**config.mk**
```make
export PLATFORM = sky130hd
export DESIGN_NAME = stroke_endpoint_capture
export DESIGN_NICKNAME = d
export VERILOG_FILES = /design/src/rtl/stroke_endpoint_capture.sv
export SDC_FILE = /design/constraint.sdc
export NUM_CORES = 1
export LEC_CHECK = 0
export ABC_AREA = 1
export CORE_AREA = 2 2 106 108
export CTS_BUF_LIST = sky130_fd_sc_hd__clkbuf_4
export DETAILED_ROUTE_END_ITERATION = 12
export DIE_AREA = 0 0 108 110
export PLACE_DENSITY = 0.93
export SETUP_SLACK_MARGIN = 0.5
export SLEW_MARGIN = 20
export SYNTH_ARGS = -nofsm -noshare
export SYNTH_HDL_FRONTEND = slang
export SYNTH_SLANG_ARGS = --single-unit
```
**constraint.sdc**
```tcl
create_clock -name clk_in -period 10.4 [get_ports clk_in]
set_input_delay 2.08 -clock clk_in [delete_from_list [all_inputs] [get_ports clk_in]]
set_output_delay 2.08 -clock clk_in [all_outputs]
set_load 0.02 [all_outputs]
```
**src/rtl/stroke_endpoint_capture.sv**
```systemverilog
// Pen-driven line endpoint capture: debounced pen button, stroke FSM and a shadow
// register set that is copied to the display outputs only at frame start.
module stroke_endpoint_capture #(
    parameter int H_ACTIVE        = 1280,
    parameter int V_ACTIVE        = 720,
    parameter int DEBOUNCE_CYCLES = 65535,
    parameter int MIN_LEN         = 8
) (
    input  logic        clk_in,
    input  logic        rst_in,
    input  logic [10:0] centroid_x_in,
    input  logic [9:0]  centroid_y_in,
    input  logic        centroid_valid_in,
    input  logic        pen_down_in,
    input  logic        clear_in,
    input  logic        new_frame_in,
    output logic [10:0] x_out_1,
    output logic [9:0]  y_out_1,
    output logic [10:0] x_out_2,
    output logic [9:0]  y_out_2,
    output logic        line_valid_out,
    output logic        stroke_done_out,
    output logic [1:0]  state_out
);

    localparam int                CNT_W    = $clog2(DEBOUNCE_CYCLES + 1);
    localparam logic [CNT_W-1:0]  CNT_LAST = CNT_W'(DEBOUNCE_CYCLES - 1);
    localparam logic [CNT_W-1:0]  CNT_ONE  = CNT_W'(1);
    localparam logic [10:0]       X_MAX    = 11'(H_ACTIVE - 1);
    localparam logic [9:0]        Y_MAX    = 10'(V_ACTIVE - 1);
    localparam logic [11:0]       LEN_MIN  = 12'(MIN_LEN);

    typedef enum logic [1:0] {
        ST_IDLE    = 2'd0,
        ST_ARMED   = 2'd1,
        ST_DRAWING = 2'd2,
        ST_HOLD    = 2'd3
    } state_t;

    function automatic logic [10:0] clamp_x(input logic [10:0] x);
        return (x > X_MAX) ? X_MAX : x;
    endfunction

    function automatic logic [9:0] clamp_y(input logic [9:0] y);
        return (y > Y_MAX) ? Y_MAX : y;
    endfunction

    // |dx| + |dy| never exceeds 2047 + 1023, so 12 bits cannot overflow.
    function automatic logic [11:0] l1_dist(input logic [10:0] xa, input logic [9:0] ya,
                                            input logic [10:0] xb, input logic [9:0] yb);
        logic signed [11:0] dx;
        logic signed [10:0] dy;
        logic        [11:0] adx;
        logic        [10:0] ady;
        dx  = $signed({1'b0, xb}) - $signed({1'b0, xa});
        dy  = $signed({1'b0, yb}) - $signed({1'b0, ya});
        adx = dx[11] ? 12'(-dx) : 12'(dx);
        ady = dy[10] ? 11'(-dy) : 11'(dy);
        return adx + {1'b0, ady};
    endfunction

    logic              sync1_r, sync2_r, pen_deb_r;
    logic [CNT_W-1:0]  cnt_r;
    logic              pen_flip_s, pen_rise_s, pen_fall_s;

    state_t            state_r, state_nx_s;
    logic [10:0]       start_x_r, end_x_r, cx_s, end_x_upd_s;
    logic [9:0]        start_y_r, end_y_r, cy_s, end_y_upd_s;
    logic              shadow_valid_r, shadow_valid_nx_s;
    logic              capture_s, update_s, done_nx_s, done_r;
    logic [11:0]       len_s;

    // Pen synchroniser and stability counter feeding the debounced level.
    always_ff @(posedge clk_in or negedge rst_in) begin
        if (!rst_in) begin
            sync1_r   <= 1'b0;
            sync2_r   <= 1'b0;
            pen_deb_r <= 1'b0;
            cnt_r     <= '0;
        end else begin
            sync1_r <= pen_down_in;
            sync2_r <= sync1_r;
            if (sync2_r == pen_deb_r) begin
                cnt_r <= '0;
            end else if (cnt_r == CNT_LAST) begin
                cnt_r     <= '0;
                pen_deb_r <= sync2_r;
            end else begin
                cnt_r <= cnt_r + CNT_ONE;
            end
        end
    end

    // Edge pulses coincide with the debounced flip, plus clamped and updated endpoint views.
    always_comb begin
        pen_flip_s  = (sync2_r != pen_deb_r) && (cnt_r == CNT_LAST);
        pen_rise_s  = pen_flip_s && sync2_r;
        pen_fall_s  = pen_flip_s && !sync2_r;
        cx_s        = clamp_x(centroid_x_in);
        cy_s        = clamp_y(centroid_y_in);
        end_x_upd_s = centroid_valid_in ? cx_s : end_x_r;
        end_y_upd_s = centroid_valid_in ? cy_s : end_y_r;
        len_s       = l1_dist(start_x_r, start_y_r, end_x_upd_s, end_y_upd_s);
    end

    // Stroke FSM next-state and shadow-control decode; clear overrides everything.
    always_comb begin
        state_nx_s        = state_r;
        capture_s         = 1'b0;
        update_s          = 1'b0;
        shadow_valid_nx_s = shadow_valid_r;
        done_nx_s         = 1'b0;
        if (clear_in) begin
            state_nx_s        = ST_IDLE;
            shadow_valid_nx_s = 1'b0;
        end else begin
            case (state_r)
                ST_IDLE: begin
                    if (pen_rise_s) state_nx_s = ST_ARMED;
                    else            state_nx_s = ST_IDLE;
                end
                ST_ARMED: begin
                    if (centroid_valid_in) begin
                        capture_s         = 1'b1;
                        shadow_valid_nx_s = 1'b0;
                        // A release on the capture cycle is a zero-length stroke: discard it.
                        if (pen_fall_s) state_nx_s = ST_IDLE;
                        else            state_nx_s = ST_DRAWING;
                    end else if (pen_fall_s) begin
                        state_nx_s = shadow_valid_r ? ST_HOLD : ST_IDLE;
                    end else begin
                        state_nx_s = ST_ARMED;
                    end
                end
                ST_DRAWING: begin
                    update_s = centroid_valid_in;
                    if (centroid_valid_in) shadow_valid_nx_s = 1'b1;
                    else                   shadow_valid_nx_s = shadow_valid_r;
                    if (pen_fall_s) begin
                        if (len_s >= LEN_MIN) begin
                            state_nx_s = ST_HOLD;
                            done_nx_s  = 1'b1;
                        end else begin
                            state_nx_s        = ST_IDLE;
                            shadow_valid_nx_s = 1'b0;
                        end
                    end else begin
                        state_nx_s = ST_DRAWING;
                    end
                end
                ST_HOLD: begin
                    if (pen_rise_s) state_nx_s = ST_ARMED;
                    else            state_nx_s = ST_HOLD;
                end
                default: begin
                    state_nx_s        = ST_IDLE;
                    shadow_valid_nx_s = 1'b0;
                end
            endcase
        end
    end

    // FSM state, shadow endpoints and stroke-done pulse.
    always_ff @(posedge clk_in or negedge rst_in) begin
        if (!rst_in) begin
            state_r        <= ST_IDLE;
            start_x_r      <= 11'd0;
            start_y_r      <= 10'd0;
            end_x_r        <= 11'd0;
            end_y_r        <= 10'd0;
            shadow_valid_r <= 1'b0;
            done_r         <= 1'b0;
        end else begin
            state_r        <= state_nx_s;
            shadow_valid_r <= shadow_valid_nx_s;
            done_r         <= done_nx_s;
            if (capture_s) begin
                start_x_r <= cx_s;
                start_y_r <= cy_s;
                end_x_r   <= cx_s;
                end_y_r   <= cy_s;
            end else if (update_s) begin
                end_x_r <= cx_s;
                end_y_r <= cy_s;
            end
        end
    end

    // Display copy at frame start; takes the shadow as it stood before this cycle's update.
    always_ff @(posedge clk_in or negedge rst_in) begin
        if (!rst_in) begin
            x_out_1        <= 11'd0;
            y_out_1        <= 10'd0;
            x_out_2        <= 11'd0;
            y_out_2        <= 10'd0;
            line_valid_out <= 1'b0;
        end else if (new_frame_in) begin
            x_out_1        <= start_x_r;
            y_out_1        <= start_y_r;
            x_out_2        <= end_x_r;
            y_out_2        <= end_y_r;
            line_valid_out <= shadow_valid_r;
        end
    end

    assign stroke_done_out = done_r;
    assign state_out       = state_r;

endmodule

```
==> metrics.csv <==
stage,metric,value,unit
worst_setup_path,CP Capture Type,register,
worst_setup_path,worst reg2reg startpoint,end_y_r[0],
power,Worst VDD drop,0.0002547,V
timing,Final WS setup,3.958,ns
cells_and_area,n_diodes,0,
clocking,H-tree Lvls,3,
clocking,PostCTS Resize Cnt,0,
logic_synthesis,Async SR Flop Fraction,1.000,
clocking,Clock Path Buffers,2,
floorplanning,core area,10700,um^2
grt,largest net degree at the start of global routing,85,
worst_setup_path,"Req. time, crit path",10.75,ns
job,MaxCap Viol Count,0,
drt,initial drt markers,461,
floorplanning,Die ar.,11880,um^2
worst_setup_path,critical path launch point type,input pin,
timing,Tcrit/Tclk final,0.6194,
power,Net Sw Frac,0.5039,
logic_synthesis,"Avg Cell Area, Syn",7.546,um^2
place,GP Congestion,0.9467,
drt,post-route ant nets,0,
timing,setup_tns,0,ns
timing,Fin Hold WS,0.4374,ns
floorplanning,Die Wd,108,um
drt,Residual DRC,0,
timing,relative slew slack,0.4348,
drt,vias per std cell,5.375,
timing,post-route clock skew,0.04145,ns
worst_setup_path,Setup Crit Path Kind,input pin to register,
grt,vias in the first global route,5652,
floorplanning,number of I/O pins,73,
logic_synthesis,Main synth FF type,dfrtp_1,
cells_and_area,Post-Layout Cell Count,1106,
cells_and_area,area grow syn2layout,14.86,%
grt,first-pass GRT wire length,26.29,mm
logic_synthesis,number of synthesized flops with an enable pin,0,
logic_synthesis,Syn Nets,962,
hold_path,Hold/Removal Path Class,register to register,
timing,Fmax achieved,0.1552,GHz
floorplanning,initial core utilization,0.6313,
timing,Worst Tran Pin Value,0.8469,ns
power,internal power,0.001264,W
drt,Vias,5945,
clocking,clk root buf,clkbuf_4,
clocking,clock latency on the worst-skew pair,0.49,ns
worst_setup_path,crit path max fanout,33,
timing,Finish-stage setup viols,0,
power,net switching power,0.001284,W
place,DP Worst Slack,3.566,ns
clocking,CTS tree,yes,
logic_synthesis,"FF+latch count, synth",108,
timing,Slew Limit Fails,0,
cells_and_area,design area,7757,um^2
place,Detailed Place HPWL,11.84,mm
logic_synthesis,"Seq/Total Area, Yosys",0.4001,
clocking,hold_buf cts,0,
power,Pwr per Cell Area,328.4,nW/um^2
drt,DRT Wirelength,15.61,mm
logic_synthesis,Cells after Synth,895,
grt,Total Routing Usage GR,0.2792,
drt,WL met3,989,um
drt,WL/cell,14.11,um
drt,top layer in use,met4,
logic_synthesis,Cell variety after synth,44,
logic_synthesis,Ys Warns,0,
floorplanning,# rows,38,
worst_setup_path,crit path from,centroid_valid_in,
timing,crit path time final,6.442,ns
clocking,post-CTS setup buffer count,0,
drt,met2 wire len,7.328,mm
power,Comb pwr share,0.682,
status,status,"complete, no violations",
cells_and_area,layout cells sized above 1,0.06832,
timing,Fin. Hold Viols,0,
drt,Routed met1 length,7.020,mm
clocking,Sink Count,108,
grt,GRT Residual Overflow,0,
cells_and_area,Nets,1028,
clocking,Worst-path clk slew,0.19,ns
logic_synthesis,Post-Syn Area,6754,um^2
place,Placed Area,7587,um^2
drt,DRT Pass-1 Iters,5,
floorplanning,Die Y,110,um
clocking,TritonCTS Buffers,9,
power,part of the power in registers,0.223,
place,number of port buffers,72,
hold_path,Worst Hold Launch,sync1_r,
power,LEAKAGE,3.846,nW
place,placed cells,1090,
power,clock network fraction of total power,0.095,
timing,RSZ-0062 raised after global routing,false,
grt,initial antenna violation count,0,
worst_setup_path,CP arrival,6.79,ns
==> cells in the final DEF, fill, tap and decap left out, drive strengths merged, types with 2 or more instances in the layout <==
| master | synthesis | final |
|---|---|---|
| clkbuf | 18 | 9 |
| nand3b | 3 | 3 |
| fa | 3 | 3 |
| o21ai | 68 | 68 |
| nor2 | 113 | 113 |
| o21bai | 3 | 3 |
| buf | 3 | 6 |
| nand2 | 185 | 185 |
| nand4 | 9 | 9 |
| xnor2 | 11 | 11 |
| xor2 | 25 | 25 |
| clkinv | 0 | 3 |
| a21oi | 83 | 83 |
| clkdlybuf4s50 | 0 | 70 |
| nor4 | 4 | 4 |
| nor3 | 11 | 11 |
| mux2 | 2 | 2 |
| nand3 | 34 | 34 |
| nor3b | 2 | 2 |
| dfrtp | 108 | 108 |
| or2 | 7 | 7 |
| ha | 37 | 37 |
| a21o | 2 | 2 |
| inv | 149 | 152 |
| o22ai | 6 | 6 |
| a31oi | 3 | 3 |
==> through the flow <==
stage,util,total power [W]
2_1_floorplan,-,0.001867
3_3_place_gp,0.7092,0.002227
3_5_place_dp,0.7092,0.002265
4_1_cts,0.7251,0.002528
5_1_grt,0.7251,0.002790
6_report,0.7251,0.002547
==> state kept, by name, indices dropped and copies added (netlist names), 2 cells and up <==
signal and count:
cnt_r 16, end_x_r 11, end_y_r 10, start_x_r 11, start_y_r 10, state_out 2
x_out_1 11, x_out_2 11, y_out_1 10, y_out_2 10
==> power by group through the flow <==
stage	Sequential, W	Clock, W	Combinational (W)
after floorplan	0.000626	0	0.00124
after global placement	0.000572	0	0.00166
after detailed placement	0.000575	0	0.00169
after CTS	0.000567	0.000245	0.00172
after global routing	0.000578	0.000259	0.00195
final	0.000567	0.000242	0.00174
==> synthesized netlist by cell type (2+ instances only) <==
| library cell | n | area, um^2 |
|---|---|---|
| nand2_1 | 175 | 656.9 |
| nand3_2 | 4 | 40.04 |
| ha_1 | 37 | 462.9 |
| a21oi_2 | 2 | 17.52 |
| nor3b_1 | 2 | 15.01 |
| o21ai_2 | 3 | 26.28 |
| a31oi_1 | 3 | 18.77 |
| o21bai_1 | 2 | 15.01 |
| dfrtp_1 | 108 | 2703 |
| o22ai_1 | 6 | 37.54 |
| a21o_1 | 2 | 15.01 |
| nand3_1 | 30 | 150.1 |
| nand4_1 | 9 | 56.30 |
| o21ai_1 | 2 | 10.01 |
| o21ai_0 | 63 | 315.3 |
| fa_1 | 3 | 60.06 |
| nand3b_1 | 3 | 22.52 |
| nor3_1 | 7 | 35.03 |
| xnor2_1 | 10 | 87.58 |
| or2_2 | 7 | 43.79 |
| nor2_1 | 107 | 401.6 |
| nor3_2 | 4 | 40.04 |
| clkbuf_1 | 18 | 67.56 |
| mux2_2 | 2 | 22.52 |
| inv_1 | 149 | 559.3 |
| a21oi_1 | 80 | 400.4 |
| nor4_1 | 3 | 18.77 |
| nor2_2 | 5 | 31.28 |
| xor2_1 | 25 | 219.0 |
| nand2_2 | 10 | 62.56 |
==> routing by layer <==
layer,vias up,track usage
met5,-,0
met4,0,0.08150
met3,33,0.04468
met2,202,0.4524
met1,2741,0.3918
li1,2969,-
==> cell families (layout without fill, tap and decap cells) <==
family | Yosys count | after routing | share of synthesized area
and+or+nand+nor | 370 | 370 | 0.2401
buffers and inverters | 170 | 241 | 0.09577
AOI/OAI and AO/OA | 169 | 169 | 0.1354
DFF | 108 | 108 | 0.4001
adders and majority gates | 40 | 40 | 0.07744
xor gates and xnor gates | 36 | 36 | 0.04780
muxes | 2 | 2 | 0.003334
==> area by class of cell <==
| cell class | count | area (um^2) |
|---|---|---|
| multi-input combinational | 617 | 3407 |
| fill | 771 | 2940 |
| sequential | 108 | 2703 |
| timing repair buffer | 76 | 743.2 |
| inverter | 149 | 559.3 |
| tap | 140 | 175.2 |
| clock inverter | 7 | 102.6 |
| clock buffer | 9 | 67.56 |
==> worst paths after layout <==
kind / to / slack (ns) / cells after the start
worst max-delay path: shadow_valid_r / 3.96 / 28
worst min-delay path: sync2_r / 0.44 / 0
worst max register to register: shadow_valid_r / 6.21 / 26
worst min register to register: sync2_r / 0.44 / 0
max in group asynchronous: shadow_valid_r / 7.64 / 2
min in group asynchronous: end_y_r[3] / 1.57 / 1
==> worst max-delay path: stages <==
cell             delay [ns]
clkdlybuf4s50_1        0.46
buf_4                  0.31
inv_1                  0.29
nand2_1                0.11
o21ai_0                0.13
ha_1                   0.26
fa_1                   0.43
inv_1                  0.08
nand3_1                0.06
nand2_1                0.12
a21oi_1                0.13
o21ai_2                0.20
inv_1                  0.18
nand2_1                0.11
xor2_1                 0.14
inv_1                  0.07
ha_1                   0.35
a21oi_1                0.32
nor2_1                 0.07
nor2_1                 0.10
nand2_1                0.07
xor2_1                 0.14
nor2_1                 0.10
nand3_1                0.08
nor2_1                 0.15
nand3_2                0.10
nand2_2                0.08
o21ai_2                0.05
No activity file was read; power rests on OpenSTA's default activity.
